==> src/rtl/led_seq_pkg.sv <==
// led_seq_pkg: mode/direction encodings, initial LED patterns and ms-to-cycles helper
package led_seq_pkg;

    typedef enum logic [1:0] {
        MODE_BLINK_ALL = 2'd0,
        MODE_BIN_COUNT = 2'd1,
        MODE_RUN_LIGHT = 2'd2,
        MODE_BOUNCE    = 2'd3
    } mode_t;

    typedef enum logic {
        DIR_UP   = 1'b0,
        DIR_DOWN = 1'b1
    } dir_t;

    localparam logic [3:0] INIT_BLINK_ALL = 4'b0000;
    localparam logic [3:0] INIT_BIN_COUNT = 4'b0000;
    localparam logic [3:0] INIT_RUN_LIGHT = 4'b0001;
    localparam logic [3:0] INIT_BOUNCE    = 4'b0001;

    function automatic int unsigned cycles_from_ms(int unsigned freq_hz, int unsigned ms);
        return freq_hz / 1000 * ms;
    endfunction

    function automatic logic [3:0] init_pattern(mode_t m);
        return (m == MODE_BLINK_ALL) ? INIT_BLINK_ALL :
               (m == MODE_BIN_COUNT) ? INIT_BIN_COUNT :
               (m == MODE_RUN_LIGHT) ? INIT_RUN_LIGHT : INIT_BOUNCE;
    endfunction

endpackage

==> src/rtl/led_btn_debounce.sv <==
// led_btn_debounce: 2-FF synchronizer, stability counter and one-cycle pulse on a debounced press
// Button is active-low; the pulse fires the cycle after the debounced level falls.
module led_btn_debounce #(
    parameter int unsigned CYCLES = 8
) (
    input  logic clk,
    input  logic rst_n,
    input  logic btn_n,
    output logic req
);
    localparam int CW = $clog2(CYCLES + 1);
    localparam logic [CW-1:0] LAST = CW'(CYCLES - 1);

    logic [1:0]    sync;
    logic          level;
    logic          level_q;
    logic [CW-1:0] cnt;

    always_ff @(posedge clk) begin
        if (!rst_n) begin
            sync    <= 2'b11;
            level   <= 1'b1;
            level_q <= 1'b1;
            cnt     <= '0;
        end else begin
            sync    <= {sync[0], btn_n};
            level_q <= level;
            if (sync[1] == level)
                cnt <= '0;
            else if (cnt == LAST) begin
                level <= sync[1];
                cnt   <= '0;
            end else
                cnt <= cnt + 1'b1;
        end
    end

    assign req = level_q & ~level;

endmodule

==> src/rtl/led_pattern_sequencer.sv <==
// led_pattern_sequencer: prescaled 4-LED pattern generator with mode cycling.
// Define BUTTON_DEBOUNCE_EN to take mode_btn_i from a raw active-low button via led_btn_debounce.
module led_pattern_sequencer
    import led_seq_pkg::*;
#(
    parameter int unsigned CLK_FREQ_HZ = 33_333_333,
    parameter int unsigned STEP_MS     = 250,
    parameter int unsigned DEBOUNCE_MS = 20
) (
    input  logic       clk_i,
    input  logic       rst_n_i,
    input  logic       mode_btn_i,
    input  logic       pause_i,
    output logic [3:0] leds_o,
    output logic [1:0] mode_o,
    output logic       tick_o
);
    localparam int unsigned STEP_CYCLES = cycles_from_ms(CLK_FREQ_HZ, STEP_MS);
    localparam int CW = $clog2(STEP_CYCLES);
    localparam logic [CW-1:0] LAST = CW'(STEP_CYCLES - 1);

    if (STEP_CYCLES < 2) begin : g_step_check
        $error("led_pattern_sequencer: STEP_CYCLES must be at least 2");
    end

    logic mode_req;

`ifdef BUTTON_DEBOUNCE_EN
    led_btn_debounce #(
        .CYCLES(cycles_from_ms(CLK_FREQ_HZ, DEBOUNCE_MS))
    ) u_debounce (
        .clk  (clk_i),
        .rst_n(rst_n_i),
        .btn_n(mode_btn_i),
        .req  (mode_req)
    );
`else
    assign mode_req = mode_btn_i;
`endif

    mode_t         mode, mode_nxt;
    dir_t          dir, dir_nxt;
    logic [3:0]    leds, leds_nxt, step_leds;
    logic [CW-1:0] cnt, cnt_nxt;
    logic          tick, tick_nxt;
    logic          wrap;

    always_ff @(posedge clk_i) begin
        if (!rst_n_i) begin
            mode <= MODE_BLINK_ALL;
            dir  <= DIR_UP;
            leds <= '0;
            cnt  <= '0;
            tick <= 1'b0;
        end else begin
            mode <= mode_nxt;
            dir  <= dir_nxt;
            leds <= leds_nxt;
            cnt  <= cnt_nxt;
            tick <= tick_nxt;
        end
    end

    // Bounce flips direction on the step that lands on an endpoint, so endpoints are never held twice.
    always_comb begin
        mode_nxt  = mode;
        dir_nxt   = dir;
        leds_nxt  = leds;
        cnt_nxt   = cnt;
        tick_nxt  = 1'b0;
        wrap      = (cnt == LAST);
        step_leds = (mode == MODE_BLINK_ALL) ? ~leds :
                    (mode == MODE_BIN_COUNT) ? leds + 4'd1 :
                    (mode == MODE_RUN_LIGHT) ? {leds[2:0], leds[3]} :
                    (dir == DIR_UP)          ? leds << 1 : leds >> 1;
        if (mode_req) begin
            mode_nxt = mode_t'(mode + 2'd1);
            leds_nxt = init_pattern(mode_nxt);
            dir_nxt  = DIR_UP;
            cnt_nxt  = '0;
        end else if (!pause_i) begin
            cnt_nxt = wrap ? '0 : cnt + 1'b1;
            if (wrap) begin
                tick_nxt = 1'b1;
                leds_nxt = step_leds;
                if (mode == MODE_BOUNCE)
                    dir_nxt = (step_leds == 4'b1000) ? DIR_DOWN :
                              (step_leds == 4'b0001) ? DIR_UP : dir;
            end
        end
    end

    assign leds_o = leds;
    assign mode_o = mode;
    assign tick_o = tick;

endmodule

==> config.mk <==
export PLATFORM = sky130hd
export DESIGN_NAME = led_pattern_sequencer
export DESIGN_NICKNAME = d
export VERILOG_FILES = /design/src/rtl/led_seq_pkg.sv /design/src/rtl/led_btn_debounce.sv /design/src/rtl/led_pattern_sequencer.sv
export SDC_FILE = /design/constraint.sdc
export NUM_CORES = 1
export LEC_CHECK = 0
export CAP_MARGIN = 20
export CORE_AREA = 10 10 58 83
export CTS_CLUSTER_SIZE = 24
export DETAILED_ROUTE_END_ITERATION = 8
export DIE_AREA = 0 0 68 93
export HOLD_SLACK_MARGIN = 0.06
export PLACE_DENSITY = 0.73
export SYNTH_ARGS = -nofsm -noshare
export SYNTH_HDL_FRONTEND = slang
export SYNTH_SLANG_ARGS = --single-unit
==> constraint.sdc <==
create_clock -name clk_i -period 1.9 [get_ports clk_i]
set_input_delay 0.57 -clock clk_i [delete_from_list [all_inputs] [get_ports clk_i]]
set_output_delay 0.57 -clock clk_i [all_outputs]
set_load 0.1 [all_outputs]
==> reports/metrics.yaml, run 1 <==
period_needed_ns: 1.78
vias_per_cell: 5.58
finalMaxSlewViolations: 0
hold_violations: 0
setup_slack_ns: 0.118
synth_edf_count: 0
fin_nets: 228
grt_max_degree: 24
critPathMaxFanout: 4
rows: 26
post-route-drc-count: 0
worstMarginPinSlew_ns: 0.310
finalClockSkew_ns: 0.00353
cts.sink_count: 31
crit_arrival_ns: 1.96
io_pins: 11
criticalPathCategory: "register to register"
ys_types: 41
max-cap-violations: 0
cts-root-buf: "clkbuf_8"
path_clk_slew_ns: 0.06
period_share_pct: 93.8
syn_inst: 185
clockBufferDepth: 2
clock_latency_ns: 0.28
area_delta_synth_final_pct: 30.2
numPortBuffers: 10
crit_path_start_kind: "register"
start_util_pct: 49.3
first_iter_violations: 79
critPathRequiredTime_ns: 2.07
mostFrequentLayoutCells: "nor2_1 (29), dfxtp_1 (25), buf_4 (16), xnor2_1 (10)"
gp_congestion: 0.789
die_width_um: 68
rsz0062_at_grt: "false"
n_fill_cell: 290
synthesis.nets: 196
p_per_area_nw_per_um2: 632
antenna_found_initial: 0
p_leak_nw: 0.865
syn_area_um2: 1670
antenna_cells: 0
grt_pass1_vias: 1405
core_area_um2: 3380
synthArstFlopShare_pct: 0
yosysSeqAreaShare_pct: 37.2
synth_area_leaders: "dfxtp_1 (37%), nor2_1 (6.5%), mux2i_1 (5.4%)"
final_common_cell: "nor2_1"
ys.flop_type: "dfxtp_1"
grt_use_total_pct: 12.2
cts_tree: "built"
via_count: 1444
p_total_mw: 1.37
ant_nets: 0
path_delay_family: "simple AND/OR/NAND/NOR gates"
grt_overflow: 0
tns_ns: 0
cp_slowest_cell: "dfxtp_1"
status: "finished clean"
synth.avg_cell_area_um2: 9.02
synth.largest_area_cell: "dfxtp_1"
hpwl_um: 2690
htreeDepth: 2
final_layout_size_suffix_gt1_share_pct: 26.7
max_freq_mhz: 561
fin_hold_ws_ns: 0.502
grt_pass1_wl_um: 6230
ys_warn_count: 0
ys_seq_elements: 31
dieArea_um2: 6320
routedWlPerCell_um: 14.4
routed_wl_um: 3740
pre_cts_ws_ns: -0.471
netlist.area_leader.share_pct: 37.2
worst-path-buf-inv: 1
die_y_um: 93
relSlewSlack_pct: 79.1
firstDrtPassIters: 4
ir_worst_vdd_mv: 0.579
setup_viol: 0
cp_slowest_stage_delay_ns: 0.31
crit_chain: "inv_1 > ha_1 > nor4bb_4 > nand4_1 > nor3_4 > mux2i_1 > o21ai_1 > and2_1"
cts_made_buffers: 5
hp-class: "register to register"
end_kind: "register"
==> cells in the mapped netlist (all sizes together), types with 2 or more instances <==
library cell,instances
dfxtp,31
xor2,9
buf,3
xnor2,10
nor2b,3
nand2,9
o21ai,8
and2,2
nor2,29
nand4b,2
mux2i,9
a21oi,9
inv,7
nand2b,7
nand3,8
ha,7
and3,4
nand4,4
nor3,7
or3,4
==> layout make-up <==
cell class	instances	area [um^2]	share of cell area [%]
Inverter	7	26.3	1.21
Sequential cell	31	633	29.1
Multi-Input combinational cell	144	1040	48.0
Tap cell	42	52.6	2.42
Clock inverter	1	5.00	0.230
Timing Repair Buffer	28	330	15.2
Clock buffer	6	82.6	3.80
==> through the flow <==
step,cells,instance area [um^2],util [%]
after floorplan,185,1690,-
after global placement,248,2000,59.1
after detailed placement,248,2000,59.1
after CTS,256,2110,62.3
after global routing,259,2170,64.2
final,259,2170,64.2
==> final timing paths <==
check | start | end | slack, ns | cells past startpoint
worst min-delay path | cnt[22] | cnt[22] | 0.50 | 2
worst max register to register | cnt[1] | leds_o[0] | 0.12 | 8
worst min register to register | cnt[22] | cnt[22] | 0.50 | 2
worst max-delay path | cnt[1] | leds_o[0] | 0.12 | 8
==> flip-flops by register name (all words and copies together), names as in the netlist <==
register / cells
cnt: 23
dir: 1
leds_o: 4
mode_o: 2
tick_o: 1
==> routing by layer <==
metal	vias to the layer above	global-route usage, %	share of wire (%)
li1	705	-	-
met1	703	12.3	37
met2	29	22.2	57
met3	7	3.35	4.2
met4	0	5.05	1.7
met5	-	0	0
==> tightest hold or removal path, cell delays in order, from the launching register on <==
cell and delay [ns]:
dfxtp_1 0.32, o21ai_0 0.07, a21oi_1 0.06
==> what timing repair did <==
| item | in CTS | in global routing |
|---|---|---|
| buffers inserted | 1 | 2 |
| resized for setup | 5 | 9 |
| hold buffers | 0 | 0 |
| cloned | 0 | 1 |
| setup endpoints to repair | 28 | 27 |
| endpoints found under the hold margin | 0 | 0 |
| pin swaps | 3 | 7 |
==> kinds of logic after synthesis <==
group,share of synthesized area [%]
xor+xnor,9.97
fa+ha+maj,5.25
compound gates,7.72
simple gates,31.1
mux,5.40
flops,37.2
buf+inv,3.37
==> power breakdown <==
part / leakage (nW) / total (mW) / switching [mW] / internal (mW)
combinational: 0.564 / 0.195 / 0.107 / 0.0881
sequential: 0.254 / 0.670 / 0.0120 / 0.658
clock: 0.0470 / 0.509 / 0.226 / 0.283
Power figures use the tool's default switching activity.
==> run 2: changes to the inputs <==
CAP_MARGIN = not set   (was 20)
==> results of run 2 <==
The final DEF is identical to that of run 1; final timing and power are the same.
